<file path="config.mk">
export PLATFORM = sky130hd
export DESIGN_NAME = spi_burst_master
export DESIGN_NICKNAME = d
export VERILOG_FILES = /design/src/rtl/spi_pkg.sv /design/src/rtl/spi_clk_div.sv /design/src/rtl/spi_burst_master.sv
export SDC_FILE = /design/constraint.sdc
export NUM_CORES = 1
export LEC_CHECK = 0
export ABC_AREA = 1
export CAP_MARGIN = 10
export CORE_UTILIZATION = 25
export CTS_CLUSTER_DIAMETER = 40
export CTS_CLUSTER_SIZE = 20
export DETAILED_ROUTE_END_ITERATION = 12
export GPL_TIMING_DRIVEN = 0
export PLACE_DENSITY = 0.42
export SYNTH_ARGS = -nofsm -noshare
export SYNTH_HDL_FRONTEND = slang
export SYNTH_SLANG_ARGS = --single-unit
</file>
<file path="constraint.sdc">
create_clock -name clk -period 3.7 [get_ports clk]
set_clock_uncertainty 0.15 [all_clocks]
set_input_delay 0.74 -clock clk [delete_from_list [all_inputs] [get_ports clk]]
set_output_delay 0.74 -clock clk [all_outputs]
set_load 0.005 [all_outputs]
</file>
<file path="src/rtl/spi_pkg.sv">
// spi_pkg: shared types and default configuration for the SPI burst master.
package spi_pkg;

  // Controller states of the burst master.
  typedef enum logic [2:0] {
    IDLE  = 3'd0,
    SETUP = 3'd1,
    SHIFT = 3'd2,
    NEXT  = 3'd3,
    HOLD  = 3'd4
  } spi_state_t;

  localparam int SPI_DATA_W_DEF = 8;
  localparam int SPI_DIV_W_DEF  = 8;
  localparam bit SPI_CPOL_DEF   = 1'b0;
  localparam bit SPI_CPHA_DEF   = 1'b0;

  // True when an sclk edge is the one on which mosi advances.
  // With CPHA=0 data moves on trailing edges, with CPHA=1 on leading edges;
  // the other edge is always the sampling edge.
  function automatic logic mosi_edge(input logic cpha, input logic leading);
    return (cpha == leading);
  endfunction

endpackage

</file>
<file path="src/rtl/spi_clk_div.sv">
// spi_clk_div: produces a one-cycle tick every div+1 clk cycles. The divisor
// is captured on restart so later changes on div_i are ignored until the next
// restart, and the phase is realigned so the first tick lands div+1 cycles on.
module spi_clk_div
  import spi_pkg::*;
#(
  parameter int DIV_W = SPI_DIV_W_DEF
) (
  input  logic             clk,
  input  logic             rst,
  input  logic             restart_i,
  input  logic [DIV_W-1:0] div_i,
  output logic             tick_o
);

  logic [DIV_W-1:0] div_q;
  logic [DIV_W-1:0] cnt_q;
  logic [DIV_W-1:0] cnt_d;

  assign tick_o = (cnt_q == div_q) && !restart_i;

  // Next count: wrap on tick, otherwise advance.
  always_comb begin
    cnt_d = cnt_q + 1'b1;
    if (tick_o) cnt_d = '0;
  end

  // Divisor latch and free-running half-period counter.
  always_ff @(posedge clk or negedge rst) begin
    if (!rst) begin
      div_q <= '0;
      cnt_q <= '0;
    end else if (restart_i) begin
      div_q <= div_i;
      cnt_q <= '0;
    end else begin
      cnt_q <= cnt_d;
    end
  end

endmodule

</file>
<file path="src/rtl/spi_burst_master.sv">
// spi_burst_master: SPI master that streams bursts of DATA_W-bit words (MSB
// first) to an ILI9341-style display. cs_n stays low across every word of a
// burst and is released after the word flagged last; dc follows each word.
// Build option: define SPI_MASTER_RX_EN to add the receive path
// (miso, rx_data, rx_valid).
module spi_burst_master
  import spi_pkg::*;
#(
  parameter int DATA_W = SPI_DATA_W_DEF,
  parameter int DIV_W  = SPI_DIV_W_DEF,
  parameter bit CPOL   = SPI_CPOL_DEF,
  parameter bit CPHA   = SPI_CPHA_DEF
) (
  input  logic              clk,
  input  logic              rst,
  input  logic [DIV_W-1:0]  clk_div,
  input  logic              tx_valid,
  output logic              tx_ready,
  input  logic [DATA_W-1:0] tx_data,
  input  logic              tx_dc,
  input  logic              tx_last,
  output logic              busy,
  output logic              done,
  output logic              sclk,
  output logic              mosi,
  output logic              cs_n,
  output logic              dc
`ifdef SPI_MASTER_RX_EN
  ,
  input  logic              miso,
  output logic [DATA_W-1:0] rx_data,
  output logic              rx_valid
`endif
);

  // Edge counter spans the 2*DATA_W sclk toggles of one word.
  localparam int EDGE_W = $clog2(2 * DATA_W);
  localparam logic [EDGE_W-1:0] LAST_EDGE = EDGE_W'(2 * DATA_W - 1);

  spi_state_t        state_q;
  logic [EDGE_W-1:0] edge_q;
  logic [DATA_W-1:0] sh_q;
  logic              last_q;
  logic              sclk_q;
  logic              mosi_q;
  logic              cs_n_q;
  logic              dc_q;
  logic              tx_ready_q;
  logic              busy_q;
  logic              done_q;

  logic tick;
  logic accept;
  logic leading;
  logic adv_edge;
  logic word_end;

  // tx_ready is only ever high in IDLE and NEXT, so accept implies one of those.
  assign accept   = tx_valid && tx_ready_q;
  // A toggle away from the idle level is the leading edge of a bit.
  assign leading  = (sclk_q == CPOL);
  assign adv_edge = mosi_edge(CPHA, leading);
  assign word_end = (state_q == SHIFT) && tick && (edge_q == LAST_EDGE);

  spi_clk_div #(
    .DIV_W (DIV_W)
  ) u_clk_div (
    .clk       (clk),
    .rst       (rst),
    .restart_i (accept),
    .div_i     (clk_div),
    .tick_o    (tick)
  );

  // Burst controller: state, pin levels and handshake, all registered.
  always_ff @(posedge clk or negedge rst) begin
    if (!rst) begin
      state_q    <= IDLE;
      edge_q     <= '0;
      sh_q       <= '0;
      last_q     <= 1'b0;
      sclk_q     <= CPOL;
      mosi_q     <= 1'b0;
      cs_n_q     <= 1'b1;
      dc_q       <= 1'b0;
      tx_ready_q <= 1'b0;
      busy_q     <= 1'b0;
      done_q     <= 1'b0;
    end else begin
      done_q <= 1'b0;
      case (state_q)
        IDLE, NEXT: begin
          tx_ready_q <= 1'b1;
          if (accept) begin
            state_q    <= SETUP;
            tx_ready_q <= 1'b0;
            busy_q     <= 1'b1;
            cs_n_q     <= 1'b0;
            dc_q       <= tx_dc;
            last_q     <= tx_last;
            edge_q     <= '0;
            sclk_q     <= CPOL;
            if (!CPHA) begin
              // MSB must already be on the line for the first leading edge.
              mosi_q <= tx_data[DATA_W-1];
              sh_q   <= tx_data << 1;
            end else begin
              sh_q <= tx_data;
            end
          end
        end
        SETUP: begin
          if (tick) state_q <= SHIFT;
        end
        SHIFT: begin
          if (tick) begin
            sclk_q <= ~sclk_q;
            edge_q <= edge_q + 1'b1;
            // The final toggle closes the word; no further bit is presented.
            if (adv_edge && (edge_q != LAST_EDGE)) begin
              mosi_q <= sh_q[DATA_W-1];
              sh_q   <= sh_q << 1;
            end
            if (edge_q == LAST_EDGE) begin
              edge_q <= '0;
              if (last_q) begin
                state_q <= HOLD;
              end else begin
                state_q    <= NEXT;
                tx_ready_q <= 1'b1;
              end
            end
          end
        end
        HOLD: begin
          if (tick) begin
            state_q    <= IDLE;
            busy_q     <= 1'b0;
            cs_n_q     <= 1'b1;
            done_q     <= 1'b1;
            tx_ready_q <= 1'b1;
          end
        end
        default: state_q <= IDLE;
      endcase
    end
  end

`ifdef SPI_MASTER_RX_EN
  logic [DATA_W-1:0] rx_sh_q;
  logic [DATA_W-1:0] rx_data_q;
  logic              rx_valid_q;
  logic [DATA_W-1:0] rx_next;
  logic              sample;

  assign sample  = (state_q == SHIFT) && tick && !adv_edge;
  assign rx_next = {rx_sh_q[DATA_W-2:0], miso};

  // Receive shifter: capture miso on sampling edges, publish at word end.
  // With CPHA=1 the last sample coincides with word end, so use rx_next.
  always_ff @(posedge clk or negedge rst) begin
    if (!rst) begin
      rx_sh_q    <= '0;
      rx_data_q  <= '0;
      rx_valid_q <= 1'b0;
    end else begin
      rx_valid_q <= 1'b0;
      if (sample) rx_sh_q <= rx_next;
      if (word_end) begin
        rx_valid_q <= 1'b1;
        rx_data_q  <= CPHA ? rx_next : rx_sh_q;
      end
    end
  end

  assign rx_data  = rx_data_q;
  assign rx_valid = rx_valid_q;
`endif

  assign tx_ready = tx_ready_q;
  assign busy     = busy_q;
  assign done     = done_q;
  assign sclk     = sclk_q;
  assign mosi     = mosi_q;
  assign cs_n     = cs_n_q;
  assign dc       = dc_q;

endmodule

</file>
==> results.txt, run 1 <==
status = finished clean
Synth Area in Compound Gates = 0.102
most frequent cells in the layout = nand2_1, dfrtp_1, inv_1, clkdlybuf4s50_1, nor2_1
R2R depth = 8
Final Net Count = 325
Peak VDD IR = 162 uV
setup TNS = 0 ns
Seq/Total Area, Yosys = 0.469
DRC = 0
Netlist Area Pre-Place = 2030 um2
root buffer cell = clkbuf_8
Critical Path Sink Type = register
Worst path slowest cell = clkdlybuf4s50_1
top cells by area, synth = dfrtp_1, nand2_1, o21ai_0, inv_1, nor2_1
crit path DAT = 2.35 ns
ratio of cells with drive above 1 in the final layout = 0.0891
worst-path cell chain = clkdlybuf4s50_1 -> nand2_1 -> nand2_1 -> nor2_1 -> nand3_2 -> o21ai_0 -> nand3_1 -> nand2_1 -> nand2_1
Die Wd = 92.2 um
flops & latches, synth = 38
total inserted antenna cells = 0
Hold Buf Count CTS = 0
Flop pwr share = 0.567
Final Wtd Congestion = 0.801
commonest non-fill, non-tap cell in the layout = nand2_1
Most common cell on crit path = nand2_1
Post-CTS Setup Bufs = 0
count of input and output buffers = 27
Worst R2R Start = tx_ready
clock network power share = 0.385
main combinational cell family by area after synthesis = simple AND/OR/NAND/NOR gates
Mapped Cells = 267
reg-to-reg slack, setup = 1.84 ns
synthesis-to-finish area growth = 24.3%
cell total after placement = 397
Synth Area in Adders = 0.0123
Final Hold Vio Count = 0
met2 wire len = 1.92 mm
DR iter-0 viols = 119
Post-Route Utilization = 0.323
Initial DRT Pass Iterations = 4
Worst Path Buf+Inv = 1
worst-skew pair later-pin latency = 0.29 ns
top layer in use = met4
mean post-synth cell area = 7.61 um2
Initial Utilization = 0.260
first-pass GRT wire length = 8.09 mm
largest net degree at the start of global routing = 23
CTS tree = yes
Synth Area in XOR/XNOR = 0.0302
Hold Crit Class = in -> async
RR Endpoint = state_q[0]
Clock Sink Count = 38
detailed-routing wirelength on met1 = 2.55 mm
fmax = 431 MHz
top-area cell type share of the netlist area = 0.456
Synth Net Count = 290
CP max stage delay = 0.41 ns
vias per inst = 4.25
metal3 WL = 195 um
post-DP HPWL = 3.52 mm
CP max FO = 7
Critical Path Stages = 9
Tcrit/Tclk final = 0.627
Finish-stage setup viols = 0
I/O pin total = 28
total die area = 8490 um2
Pleak = 1.20 nW
Clock Tree Buf Depth = 2
max capacitance violation total = 0
mux contribution to synthesized area = 0
Core Region = 7810 um2
non-filler cells, final = 405
vias = 1,722
Antenna Nets Post-Route = 0
Sw Ratio = 0.220
PD cells = 290 nW/um2
global route total overflow = 0
Comb pwr share = 0.047
initial antenna violation count = 0
Slew @ Worst Pin = 0.571 ns
Yosys warnings = 0
biggest area consumer among synthesized cells = dfrtp_1
P_int = 0.571 mW
Global Route Usage Sum = 0.124
delay-heaviest family, CP = simple AND/OR/NAND/NOR gates
unrepaired setup endpoints after global routing = no
num rows = 32
vias in the first global route = 1,642
CP Class = in -> reg
chip height = 92.2 um
Distinct cells, synth = 33
Routed WL = 4.73 mm
required time of the critical path = 3.73 ns
# H-tree levels = 2
Max transition margin = 0.619
Slew Limit Fails = 0
min Tclk post-route = 2.32 ns
simple-gate share of the synthesized area = 0.302
P_sw = 0.161 mW
CTS Buf Count = 5
post-CTS sizing = 0
drt wl/cell = 11.7 um
Clk pin slew, worst setup/hold paths = 0.08 ns
number of fill cells in the layout = 852
Critical Path Source Type = primary input
## state kept, by name, indices dropped and copies added (netlist names)
signal and flops:
u_clk_div.cnt_q 8, u_clk_div.div_q 8, sh_q 7, edge_q 4, state_q 3, busy 1, cs_n 1, dc 1
done 1, last_q 1, mosi 1, sclk 1, tx_ready 1
## Yosys cell counts (all sizes together)
cell and n:
nand2 96, dfrtp 37, inv 33, nor2 27, o21ai 26, nand3 16, xor2 5, buf 4
nand4 3, a21oi 2, a31oi 2, ha 2, nand3b 2, xnor2 2, a21boi 1, and2 1
clkbuf 1, clkinv 1, dfstp 1, nor3 1, o21bai 1, o22ai 1, o31ai 1, or2 1
## kinds of logic (layout without fill, tap and decap cells)
kind of cell	Yosys count	in the layout
AOI/OAI and AO/OA	34	34
buffers and inverters	39	75
DFF	38	38
xor gates and xnor gates	7	7
adders and majority gates	2	2
and+or+nand+nor	147	147
## worst max-delay path by stage
| stage | startpoint | endpoint | slack, ns |
|---|---|---|---|
| floorplan | tx_valid | sh_q[2] | 1.76 |
| global placement | rst | u_clk_div.div_q[1] | 0.64 |
| detailed placement | tx_valid | sh_q[2] | 1.05 |
| CTS | tx_valid | sh_q[2] | 1.35 |
| global route | tx_valid | state_q[0] | 1.19 |
| finish | tx_valid | state_q[0] | 1.38 |
## power groups by stage
| stage | clock [mW] | sequential [mW] | combinational [mW] |
|---|---|---|---|
| floorplan | 0 | 0.423 | 0.00296 |
| global placement | 0 | 0.423 | 0.0339 |
| detailed placement | 0 | 0.423 | 0.0361 |
| CTS | 0.291 | 0.415 | 0.0361 |
| global route | 0.309 | 0.415 | 0.0389 |
| finish | 0.282 | 0.415 | 0.0347 |
## cell type report
class | count | area (um2) | area share
Buffer | 5 | 45.0 | 0.0178
Clock buffer | 8 | 80.1 | 0.0317
Inverter | 34 | 128 | 0.0505
Multi-Input combinational cell | 190 | 907 | 0.359
Sequential cell | 38 | 952 | 0.377
Tap cell | 102 | 128 | 0.0505
Timing Repair Buffer | 28 | 285 | 0.113
## through the flow
stage / total power, mW / setup WS [ns] / instance area [um2] / hold WS, ns
after floorplan: 0.426 / 1.76 / 2030 / 0.292
after global placement: 0.457 / 0.636 / 2430 / 0.309
after detailed placement: 0.459 / 1.05 / 2440 / 0.311
after CTS: 0.742 / 1.35 / 2520 / 0.240
after global routing: 0.763 / 1.19 / 2520 / 0.258
final: 0.731 / 1.38 / 2520 / 0.231
## metal layers
metal,up-vias,global-route usage
met3,4,0.0282
met1,778,0.186
met4,0,0.0430
met5,-,0
li1,906,-
met2,34,0.170
(Power assumes the default switching activity.)
==> run 2, diff against run 1 <==
clock period = 2.4 ns   (was 3.7 ns; I/O delays follow)
==> run 2 against run 1 <==
Effect of this change:
- worst setup slack worse by 1.0 ns
- clock-buffer cell count unchanged
- global-route usage unchanged
- critical endpoint is now sh_q[6]
==> results.txt, run 2 (synthesis results as in run 1) <==
vias per inst = 4.27
ratio of cells with drive above 1 in the final layout = 0.0888
Hold Crit Class = reg -> reg
Post-Route Utilization = 0.325
Critical Path Sink Type = register
commonest non-fill, non-tap cell in the layout = nand2_1
Clk pin slew, worst setup/hold paths = 0.08 ns
worst-skew pair later-pin latency = 0.29 ns
largest net degree at the start of global routing = 23
Worst Setup SP = tx_valid
P_sw = 0.247 mW
total inserted antenna cells = 0
Clock Sink Count = 38
Sw Ratio = 0.219
Peak VDD IR = 249 uV
chip height = 92.2 um
Tcrit/Tclk final = 0.860
Slew Limit Fails = 0
Clock Tree Buf Depth = 2
total die area = 8490 um2
reg-to-reg slack, setup = 0.54 ns
Critical Path Source Type = primary input
Post-CTS Setup Bufs = 0
min Tclk post-route = 2.06 ns
Routed WL = 4.75 mm
Final Hold Vio Count = 0
Hold WS = 0.318 ns
Slew @ Worst Pin = 0.571 ns
Largest regs = u_clk_div.cnt_q x8, u_clk_div.div_q x8, sh_q x7
root buffer cell = clkbuf_8
global route total overflow = 0
synthesis-to-finish area growth = 24.8%
Initial DRT Pass Iterations = 4
setup TNS = 0 ns
initial antenna violation count = 0
required time of the critical path = 2.46 ns
post-CTS sizing = 0
CTS tree = yes
Pleak = 1.21 nW
R2R depth = 8
non-filler cells, final = 406
most frequent cells in the layout = nand2_1, dfrtp_1, inv_1, clkdlybuf4s50_1, nor2_1
P_int = 0.881 mW
Final Wtd Congestion = 0.801
RR Endpoint = sh_q[6]
I/O pin total = 28
DRC = 0
drt wl/cell = 11.7 um
# H-tree levels = 2
post-DP HPWL = 3.52 mm
Initial Utilization = 0.260
Antenna Nets Post-Route = 0
CP max FO = 10
fmax = 485 MHz
Final Net Count = 326
Finish-stage setup viols = 0
clock network power share = 0.384
DR iter-0 viols = 110
vias = 1,735
num rows = 32
Flop pwr share = 0.568
PD cells = 445 nW/um2
max capacitance violation total = 0
Critical Path End = sh_q[6]
Core Region = 7810 um2
count of input and output buffers = 27
Comb pwr share = 0.049
Global Route Usage Sum = 0.124
vias in the first global route = 1,643
status = finished clean
Worst R2R Start = tx_ready
cell total after placement = 397
first-pass GRT wire length = 8.09 mm
Hold Buf Count CTS = 1
Die Wd = 92.2 um
unrepaired setup endpoints after global routing = no
Max transition margin = 0.619
CTS Buf Count = 5
crit path DAT = 2.12 ns
CP Class = in -> reg
run 2: cell types whose count changed in the layout (fill, tap and decap cells not counted), sizes merged:
cell,previous run,this run
dlygate4sd3,0,1
run 2: per-layer routing:
metal	vias to the layer above	part of all wire	wire (um)	GRT usage
met5	-	0	0	0
met1	784	0.54	2550	0.186
li1	907	-	-	-
met3	4	0.046	219	0.0282
met4	0	0.012	57	0.0430
met2	40	0.40	1920	0.170
run 2: metrics by stage:
step	area (um2)	total power, mW	setup WS, ns
floorplan	2030	0.657	0.719
global placement	2430	0.705	-0.404
detailed placement	2440	0.708	0.00672
CTS	2530	1.15	0.315
global route	2530	1.18	0.154
finish	2530	1.13	0.337
run 2: area by class of cell:
| class | instances | area (um2) |
|---|---|---|
| Inverter | 34 | 128 |
| Clock buffer | 8 | 80.1 |
| Fill cell | 853 | 5270 |
| Buffer | 5 | 45.0 |
| Tap cell | 102 | 128 |
| Multi-Input combinational cell | 190 | 907 |
| Sequential cell | 38 | 952 |
| Timing Repair Buffer | 29 | 295 |
run 2: worst min-delay path by stage:
stage	from	endpoint	slack (ns)	cells past startpoint
floorplan	rst	busy	0.03	0
global placement	sh_q[1]	sh_q[1]	0.31	2
detailed placement	rst	edge_q[3]	0.30	1
CTS	cs_n	cs_n	0.32	2
global route	busy	busy	0.35	2
finish	cs_n	cs_n	0.32	2
run 2: power groups by stage:
stage          registers [mW]  clock network (mW)  logic (mW)
2_1_floorplan           0.653                   0     0.00456
3_3_place_gp            0.652                   0      0.0522
3_5_place_dp            0.652                   0      0.0556
4_1_cts                 0.640               0.449      0.0569
5_1_grt                 0.640               0.477      0.0613
6_report                0.640               0.432      0.0549
run 2: critical path: stages:
cell and delay (ns):
clkdlybuf4s50_1 0.41, nand2_1 0.24, nand2_1 0.09, nor2_1 0.15, nand3_2 0.21, a21boi_4 0.26, buf_6 0.17, nand2_1 0.07
o21ai_2 0.05
==> run 3, diff against run 2 <==
CORE_UTILIZATION = 55   (was 25)
PLACE_DENSITY = 0.79   (was 0.42)
SYNTH_HIERARCHICAL = 1   (was unset)
clock period = 2.6 ns   (was 2.4 ns; I/O delays follow)
==> run 3 against run 2 <==
Effect of this change:
- worst setup slack worse by 0.073 ns
- hold slack worse by 0.21 ns
- wire length is 19% lower
- first-iteration DRC count is 45% lower
- clock-buffer cell count is 3 lower
- synthesized area is 1.0% lower
- register-to-register slack worse by 0.10 ns
- sequential share of layout area is 1.9 points higher
- critical path depth is 1 higher
- critical path type unchanged
- highest routed layer unchanged
==> results.txt, run 3 <==
mux contribution to synthesized area = 0.00498
vias in the first global route = 1,751
Global Route Usage Sum = 0.230
Critical Path Sink Type = register
Clock Sink Count = 38
setup TNS = 0 ns
Hold Buf Count CTS = 0
Post-Route Utilization = 0.706
most frequent cells in the layout = nand2_1, dfrtp_1, nor2_1, clkdlybuf4s50_1, inv_1
Initial DRT Pass Iterations = 4
Final Hold Vio Count = 0
Clk pin slew, worst setup/hold paths = 0.13 ns
top cells by area, synth = dfrtp_1, nand2_1, nor2_1, inv_1, nand3_1
PD cells = 1080 nW/um2
largest net degree at the start of global routing = 39
biggest area consumer among synthesized cells = dfrtp_1
Critical Path Source Type = primary input
Routed WL = 3.85 mm
Post-synth EDFFs = 0
chip height = 62.5 um
Finish-stage setup viols = 0
I/O pin total = 28
Final Net Count = 318
Initial Utilization = 0.589
count of input and output buffers = 27
Synth Area in Adders = 0.0124
Async S/R FF share, synth = 1.00
Core Region = 3420 um2
final setup margin = 0.265 ns
vias per inst = 4.96
status = finished clean
count leader, synth = nand2_1
post-DP HPWL = 2.83 mm
required time of the critical path = 2.68 ns
Place WS = -0.139 ns
Slew Limit Fails = 0
Pleak = 1.25 nW
CTS tree = yes
flops & latches, synth = 38
commonest non-fill, non-tap cell in the layout = nand2_1
CP max FO = 10
drt wl/cell = 11.3 um
Mapped Cells = 261
num rows = 21
Synth Area in XOR/XNOR = 0.0436
Antenna Nets Post-Route = 0
DRC = 0
vias = 1,697
Max transition margin = 0.438
Largest regs = u_clk_div/cnt_q x8, u_clk_div/div_q x8, sh_q x7
unrepaired setup endpoints after global routing = no
fmax = 428 MHz
initial antenna violation count = 0
Post-synth top cells = nand2_1, dfrtp_1, nor2_1
Slew @ Worst Pin = 0.843 ns
DR iter-0 viols = 60
min Tclk post-route = 2.34 ns
CTS Buf Count = 5
Yosys warnings = 6
Seq/Total Area, Yosys = 0.474
top-area cell type share of the netlist area = 0.460
CP Class = in -> reg
worst-skew pair later-pin latency = 0.35 ns
total inserted antenna cells = 0
Synth Net Count = 284
global route total overflow = 0
synthesis-to-finish area growth = 19.9%
simple-gate share of the synthesized area = 0.363
Synth Area in Compound Gates = 0.0330
Final Wtd Congestion = 0.772
Netlist Area Pre-Place = 2010 um2
Primary FF master, synth = dfrtp_1
Peak VDD IR = 657 uV
total die area = 3900 um2
max capacitance violation total = 0
Clock Tree Buf Depth = 2
Worst Setup SP = tx_valid
Die Wd = 62.5 um
Hold Crit Class = in -> async
# H-tree levels = 2
root buffer cell = clkbuf_4
crit path DAT = 2.42 ns
Post-CTS Setup Bufs = 0
ratio of cells with drive above 1 in the final layout = 0.108
mean post-synth cell area = 7.70 um2
post-CTS sizing = 0
Worst R2R Start = tx_ready
Distinct cells, synth = 26
Tcrit/Tclk final = 0.898
first-pass GRT wire length = 7.22 mm
post-layout total power = 2.60 mW
main combinational cell family by area after synthesis = simple AND/OR/NAND/NOR gates
[run 3: changes by cell type after synthesis, moves of 4 or more]
cell | previous run | this run
o21ai_0 | 22 | 7
nand2_1 | 94 | 102
xnor2_1 | 2 | 7
inv_1 | 29 | 25
[run 3: worst paths after layout]
path                       cells after the start  slack, ns            endpoint
hold / removal                                 1       0.11  u_clk_div/div_q[3]
setup reg to reg                               9       0.44          state_q[2]
hold reg to reg                                2       0.32                cs_n
min in group clk                               2       0.32                cs_n
setup / recovery                              10       0.26          state_q[2]
max in group asynchronous                      1       1.65           edge_q[3]
[run 3: power by group]
group / internal, mW / switching, mW
clock: 0.199 / 0.199
sequential: 0.804 / 0.143
combinational: 0.497 / 0.760
total: 1.50 / 1.10
[run 3: layout make-up]
cell class / count / area (um2)
Clock inverter: 3 / 40.0
Fill cell: 285 / 1000
Clock buffer: 5 / 37.5
Timing Repair Buffer: 27 / 265
Multi-Input combinational cell: 190 / 918
Sequential cell: 38 / 952
Inverter: 28 / 105
Buffer: 5 / 35.0
Tap cell: 46 / 57.6
[run 3: logic make-up (layout without fill, tap and decap cells)]
group / Yosys count / count (layout)
and+or+nand+nor: 166 / 166
DFF: 38 / 38
buffers and inverters: 33 / 68
AOI/OAI and AO/OA: 11 / 11
xor gates and xnor gates: 10 / 10
adders and majority gates: 2 / 2
muxes: 1 / 1
[run 3: through the flow]
stage,hold slack [ns],cell area (um2),instances
2_1_floorplan,0.0744,2010,261
3_3_place_gp,0.305,2340,334
3_5_place_dp,0.311,2330,334
4_1_cts,0.130,2410,342
5_1_grt,0.173,2410,342
6_report,0.106,2410,342
[run 3: per-layer routing]
layer | part of all wire | vias to the layer above | GRT usage | wire (um)
li1 | - | 871 | - | -
met1 | 0.44 | 795 | 0.269 | 1680
met2 | 0.52 | 25 | 0.424 | 2000
met3 | 0.033 | 6 | 0.0511 | 126
met4 | 0.012 | 0 | 0.0494 | 48
met5 | 0 | - | 0 | 0
[run 3: worst max-delay path, stage by stage]
cell and delay (ns):
clkdlybuf4s50_1 0.45, nand2_1 0.12, inv_1 0.20, clkbuf_1 0.38, nor2_1 0.19, nor2_4 0.20
a21oi_4 0.08, buf_6 0.15, nand4_1 0.06, nand2_1 0.05
